**src/rtl/decode_stage.sv**
```systemverilog
// ID stage: instruction decode, register file with WB bypass,
// early beq/j resolution and the ID/EX pipeline register.
module decode_stage #(
   parameter int NREGS = 32,
   parameter int DW    = 32
) (
   input  logic          clk,
   input  logic          rst_n,
   input  logic [31:0]   InstrD,
   input  logic [DW-1:0] PCPlus4D,
   input  logic          RegWriteW,
   input  logic [4:0]    WriteRegW,
   input  logic [DW-1:0] ResultW,
   input  logic [DW-1:0] ALUOutM,
   input  logic          ForwardAD,
   input  logic          ForwardBD,
   input  logic          FlushE,
   output logic          PCSrcD,
   output logic [DW-1:0] PCBranchD,
   output logic [4:0]    RsD,
   output logic [4:0]    RtD,
   output logic          RegWriteE,
   output logic          MemtoRegE,
   output logic          MemWriteE,
   output logic          ALUSrcE,
   output logic          RegDstE,
   output logic [2:0]    ALUControlE,
   output logic [DW-1:0] RD1E,
   output logic [DW-1:0] RD2E,
   output logic [DW-1:0] SignImmE,
   output logic [4:0]    RsE,
   output logic [4:0]    RtE,
   output logic [4:0]    RdE
);

   localparam logic [5:0] OP_R    = 6'b000000;
   localparam logic [5:0] OP_LW   = 6'b100011;
   localparam logic [5:0] OP_SW   = 6'b101011;
   localparam logic [5:0] OP_ADDI = 6'b001000;
   localparam logic [5:0] OP_BEQ  = 6'b000100;
   localparam logic [5:0] OP_J    = 6'b000010;

   localparam logic [2:0] ALU_ADD = 3'b010;
   localparam logic [2:0] ALU_SUB = 3'b110;
   localparam logic [2:0] ALU_AND = 3'b000;
   localparam logic [2:0] ALU_OR  = 3'b001;
   localparam logic [2:0] ALU_SLT = 3'b111;

   typedef struct packed {
      logic       reg_write;
      logic       mem_to_reg;
      logic       mem_write;
      logic       alu_src;
      logic       reg_dst;
      logic       branch;
      logic       jump;
      logic [2:0] alu_ctrl;
   } ctl_t;

   typedef struct packed {
      logic          reg_write;
      logic          mem_to_reg;
      logic          mem_write;
      logic          alu_src;
      logic          reg_dst;
      logic [2:0]    alu_ctrl;
      logic [DW-1:0] rd1;
      logic [DW-1:0] rd2;
      logic [DW-1:0] sign_imm;
      logic [4:0]    rs;
      logic [4:0]    rt;
      logic [4:0]    rd;
   } id_ex_t;

   logic [5:0]    op;
   logic [5:0]    funct;
   logic [4:0]    rs;
   logic [4:0]    rt;
   logic [4:0]    rd;
   ctl_t          ctl;
   logic [DW-1:0] rf [NREGS];
   logic [DW-1:0] rd1;
   logic [DW-1:0] rd2;
   logic [DW-1:0] sign_imm;
   logic [DW-1:0] cmp_a;
   logic [DW-1:0] cmp_b;
   logic [DW-1:0] br_target;
   logic [DW-1:0] j_target;
   id_ex_t        ex_d;
   id_ex_t        ex_q;

   assign op    = InstrD[31:26];
   assign funct = InstrD[5:0];
   assign rs    = InstrD[25:21];
   assign rt    = InstrD[20:16];
   assign rd    = InstrD[15:11];
   assign RsD   = rs;
   assign RtD   = rt;

   // Unknown opcodes/functs fall through to all-zero control
   always_comb begin
      ctl = '0;
      unique case (op)
         OP_R: begin
            ctl.reg_write = 1'b1;
            ctl.reg_dst   = 1'b1;
            unique case (funct)
               6'b100000: ctl.alu_ctrl = ALU_ADD;
               6'b100010: ctl.alu_ctrl = ALU_SUB;
               6'b100100: ctl.alu_ctrl = ALU_AND;
               6'b100101: ctl.alu_ctrl = ALU_OR;
               6'b101010: ctl.alu_ctrl = ALU_SLT;
               default:   ctl = '0;
            endcase
         end
         OP_LW: begin
            ctl.reg_write  = 1'b1;
            ctl.mem_to_reg = 1'b1;
            ctl.alu_src    = 1'b1;
            ctl.alu_ctrl   = ALU_ADD;
         end
         OP_SW: begin
            ctl.mem_write = 1'b1;
            ctl.alu_src   = 1'b1;
            ctl.alu_ctrl  = ALU_ADD;
         end
         OP_ADDI: begin
            ctl.reg_write = 1'b1;
            ctl.alu_src   = 1'b1;
            ctl.alu_ctrl  = ALU_ADD;
         end
         OP_BEQ: begin
            ctl.branch   = 1'b1;
            ctl.alu_ctrl = ALU_SUB;
         end
         OP_J:    ctl.jump = 1'b1;
         default: ctl = '0;
      endcase
   end

   // Write-through bypass lets WB feed ID in the same cycle
   always_comb begin
      rd1 = rf[rs];
      rd2 = rf[rt];
      if (RegWriteW && WriteRegW != 5'd0 && WriteRegW == rs)
         rd1 = ResultW;
      if (RegWriteW && WriteRegW != 5'd0 && WriteRegW == rt)
         rd2 = ResultW;
      if (rs == 5'd0)
         rd1 = '0;
      if (rt == 5'd0)
         rd2 = '0;
   end

   always_ff @(posedge clk or negedge rst_n) begin
      if (!rst_n) begin
         for (int i = 0; i < NREGS; i++)
            rf[i] <= '0;
      end else if (RegWriteW && WriteRegW != 5'd0) begin
         rf[WriteRegW] <= ResultW;
      end
   end

   assign sign_imm  = {{(DW-16){InstrD[15]}}, InstrD[15:0]};
   assign cmp_a     = ForwardAD ? ALUOutM : rd1;
   assign cmp_b     = ForwardBD ? ALUOutM : rd2;
   assign br_target = PCPlus4D + sign_imm;
   assign j_target  = {PCPlus4D[DW-1:26], InstrD[25:0]};
   assign PCSrcD    = rst_n &
                      ((ctl.branch & (cmp_a == cmp_b)) | ctl.jump);
   assign PCBranchD = ctl.jump ? j_target : br_target;

   always_comb begin
      ex_d            = '0;
      ex_d.reg_write  = ctl.reg_write;
      ex_d.mem_to_reg = ctl.mem_to_reg;
      ex_d.mem_write  = ctl.mem_write;
      ex_d.alu_src    = ctl.alu_src;
      ex_d.reg_dst    = ctl.reg_dst;
      ex_d.alu_ctrl   = ctl.alu_ctrl;
      ex_d.rd1        = rd1;
      ex_d.rd2        = rd2;
      ex_d.sign_imm   = sign_imm;
      ex_d.rs         = rs;
      ex_d.rt         = rt;
      ex_d.rd         = rd;
   end

   always_ff @(posedge clk or negedge rst_n) begin
      if (!rst_n)
         ex_q <= '0;
      else if (FlushE)
         ex_q <= '0;
      else
         ex_q <= ex_d;
   end

   assign RegWriteE   = ex_q.reg_write;
   assign MemtoRegE   = ex_q.mem_to_reg;
   assign MemWriteE   = ex_q.mem_write;
   assign ALUSrcE     = ex_q.alu_src;
   assign RegDstE     = ex_q.reg_dst;
   assign ALUControlE = ex_q.alu_ctrl;
   assign RD1E        = ex_q.rd1;
   assign RD2E        = ex_q.rd2;
   assign SignImmE    = ex_q.sign_imm;
   assign RsE         = ex_q.rs;
   assign RtE         = ex_q.rt;
   assign RdE         = ex_q.rd;

endmodule

```
**config.mk**
```make
export PLATFORM = sky130hd
export DESIGN_NAME = decode_stage
export DESIGN_NICKNAME = d
export VERILOG_FILES = /design/src/rtl/decode_stage.sv
export SDC_FILE = /design/constraint.sdc
export NUM_CORES = 2
export LEC_CHECK = 0
export CORE_ASPECT_RATIO = 0.7
export CORE_MARGIN = 3
export CORE_UTILIZATION = 55
export CTS_BUF_LIST = sky130_fd_sc_hd__clkbuf_16
export CTS_CLUSTER_SIZE = 12
export DETAILED_ROUTE_END_ITERATION = 7
export GPL_TIMING_DRIVEN = 1
export PLACE_DENSITY = 0.8
export SYNTH_ARGS = -nofsm -noshare
export SYNTH_HDL_FRONTEND = slang
export SYNTH_SLANG_ARGS = --single-unit
```
**constraint.sdc**
```tcl
create_clock -name clk -period 8.4 [get_ports clk]
set_clock_uncertainty 0.15 [all_clocks]
set_input_delay 2.52 -clock clk [delete_from_list [all_inputs] [get_ports clk]]
set_output_delay 2.52 -clock clk [all_outputs]
set_load 0.02 [all_outputs]
```
==> summary.txt <==
Power
  • Leakage power: ~34 nW
  • Tot Pwr: ~16 mW
  • Worst VDD drop: 218 uV
  • Pwr/cell area: 215 mW/mm^2

Worst setup path
  • Worst-path cell chain: buf_4, buf_4, buf_12, buf_12, nor2b_1, buf_4, buf_12, buf_4, inv_1, o22ai_1, nor2_1, a22oi_1, nand2_1, xnor2_1, a41oi_1, nor4_2, nand4_1, o21ai_4, buf_6
  • Worst flop-to-flop path startpoint: rf[213]
  • Critical path required time: approximately 5.7 ns
  • CP max stage delay: 0.64 ns
  • Worst setup path startpoint: InstrD[25]
  • Crit-path slowest cell: nor2_1
  • CP arrival: 6.32 ns
  • CP most frequent cell: buf_4
  • Top cell family by delay on the critical path: simple AND/OR/NAND/NOR gates
  • CP Buf/Inv Count: 9
  • Critical path launch point type: input pin
  • Worst-path maximum fanout: 13
  • Crit path capture type: primary output
  • Setup CP Type: input pin to primary output

STA
  • Min Tclk post-route: 8.99 ns
  • Fmax: approximately 0.11 GHz
  • Final setup fails: 1
  • Final Max Tran Viols: 23
  • Fin worst setup slack: -0.591 ns
  • RSZ-0062 raised after global routing: yes
  • Relative slew slack: -3.95%
  • Fin. Hold Viols: 0
  • Worst-Margin Slew: between 1.5 and 2 ns
  • Final worst-path cycle share: 107%

Final layout
  • P&R area growth vs syn: 22.0%
  • Final Cell Area: 0.0756 sq mm
  • Commonest non-fill, non-tap cells in the layout: dfrtp_1, mux2_2, buf_4
  • Commonest non-fill, non-tap cell in the layout: dfrtp_1
  • Layout cell share with drive strength beyond 1: between 40% and 50%
  • Final core area utilization: 68.0%
  • NumNets Final: between 5000 and 6000
  • Finished Layout Cells: just over 7000

Floorplanning
  • Core box area: between 0.1 and 0.15 sq mm
  • Die ar.: 0.117 sq mm
  • I/O Pins: 301
  • Cell Rows: 102
  • Die X: 407 um
  • Initial Utilization: a little under three fifths
  • Die Y: between 200 and 300 um

Route
  • Vias: ~51000
  • Total wire length: 260000 um
  • Via/cell ratio: 7.15
  • Post-route ant nets: 0
  • Detailed-router iteration count before antenna repair: 8
  • Initial DRC count: 7937
  • Routed len/inst: between 30 and 40 um
  • Post-route DRC: 3

Synthesis
  • Avg Cell Area, Syn: roughly 13 sq um
  • Sequential-to-total area share from yosys stat: 45.3%
  • Synthesized flop and latch total: 1122
  • Post-Synthesis Cells: 4760
  • EDFF count, synth: 0
  • Post-Syn Nets: 4931
  • Post-synth ARST share: 100%
  • Post-synth top flop: dfrtp_1
  • Unique cell type count in the Yosys netlist: 91
  • Synthesized area: 0.0620 sq mm
  • Yosys warnings: 0

Status
  • Status: finished, violations left
  • Failing checks: DRC, capacitance limit, slew limit, setup timing

GRT
  • M3 GR Usage: 23.3%
  • GR peak layer: met2
  • Pin count of the biggest net entering global routing: 166
  • GR Util All Layers: 43.8%
  • Met2 usage: between 50% and 60%
  • Vias in the first global route: 49600
  • Met1 GRT Util: 57.8%
  • Total grt overflow: 0
  • Initial antenna violation count: 17
  • Global-route wire length before repair: ~360000 um

Placed design
  • Gpl congestion: 1.04
  • Area post-placement: between 0.07 and 0.08 sq mm
  • Post-Place Setup Slack: -1.64 ns
  • IO Port Bufs: 300
  • DP Cell Count: between 6000 and 7000
  • DPL Wire Length: about 180000 um

CTS
  • Latest clock arrival within the worst-skew pair: 0.76 ns
  • H-tree depth: 3
  • CTS clk-pin slew, worst paths: 0.06 ns
  • Clock Sinks: ~1100
  • Clock buffer depth: 3
  • CTS buffer count: 111
  • Root Buffer: clkbuf_16
  • CTS tree: yes

Hold path
  • Worst hold path type: register to register
  • Hold_sp: rf[1003]

Job
  • MaxCap Viol Count: 2
-- sequential cells by signal, indices dropped and copies added, names as in the netlist --
signal,cells
SignImmE,12
rf,1024
RtE,5
RD2E,32
RdE,4
ALUControlE,3
RsE,5
ALUSrcE,1
RegWriteE,1
MemWriteE,1
RegDstE,1
MemtoRegE,1
RD1E,32
-- synth_stat cells (9+ instances only) --
library cell  count  area (sq um)
nor2_1          195           732
nand3_1          51           255
a221oi_1         42           368
nand4_1          14          87.6
nor3_1           52           260
o21ai_0         166           831
buf_1            34           128
xor2_1           62           543
o22ai_1          45           282
and3_1           15          93.8
nand2_1         254           953
or2_2            11          68.8
nand2b_1         18           113
o21ai_1           9          45.0
buf_6            25           282
mux2_2          919         10300
o211ai_1         19           143
a221o_1           9          90.1
nor2b_1          47           294
a22o_1           14           123
a21oi_1          93           465
clkbuf_1        305          1140
buf_4            56           420
mux4_2          417          9390
dfrtp_1        1122         28100
buf_2            75           375
nor4_1           16           100
inv_1            28           105
mux2i_1         220          2200
a21o_1           26           195
a31oi_1          24           150
ha_1             31           388
a22oi_1         108           811
a211oi_1         32           240
xnor2_1          48           420
-- logic make-up after synthesis --
family	synth area share, %
multiplexers	35.5
AO/OA/AOI/OAI	7.49
buffers and inverters	4.15
flip-flops	45.3
XOR/XNOR	1.55
adder cells (fa/ha/maj)	0.658
AND/OR/NAND/NOR	5.35
-- cell type report --
cell class	count	area, sq um
Multi-Input combinational cell	3105	31900
Fill cell	7747	35600
Sequential cell	1122	28100
Inverter	32	120
Tap cell	1508	1890
Antenna cell	12	30.0
Timing Repair Buffer	1134	10400
Clock buffer	112	2800
Clock inverter	57	354
-- timing repair --
action	in CTS	in global routing
setup buffers	17	28
cloned	5	2
endpoints found under the setup margin	22	18
hold buffers	0	0
pin swaps	32	44
gates resized for setup	134	74
-- metal layers --
layer | wire [um] | vias to the layer above
met1 | 95400 | 25800
met3 | 44200 | 1006
met4 | 16600 | 24
met2 | 103000 | 4364
met5 | 331 | -
li1 | - | 19400
-- power by group --
part | total (mW) | switching (mW) | internal, mW
clock | 4.64 | 2.20 | 2.44
sequential | 7.18 | 0.800 | 6.38
combinational | 4.44 | 2.11 | 2.34
total | 16.3 | 5.10 | 11.2
-- per-stage QoR --
stage                     hold WS [ns]  TNS (ns)
after floorplan                  0.291         0
after global placement           0.226     -9.90
after detailed placement         0.233    -10.24
after CTS                        0.250    -0.485
after global routing             0.261    -0.707
final                            0.249    -0.591
-- final timing paths --
path	slack [ns]	end	depth (start not counted)
worst min-delay path	0.25	rf[1003]	0
min in group asynchronous	1.85	rf[292]	2
worst min register to register	0.25	rf[1003]	0
worst max-delay path	-0.59	PCSrcD	19
worst max register to register	5.29	RD2E[21]	7
max in group asynchronous	3.26	rf[57]	5
Note: power is estimated with default switching activity, not from simulation.
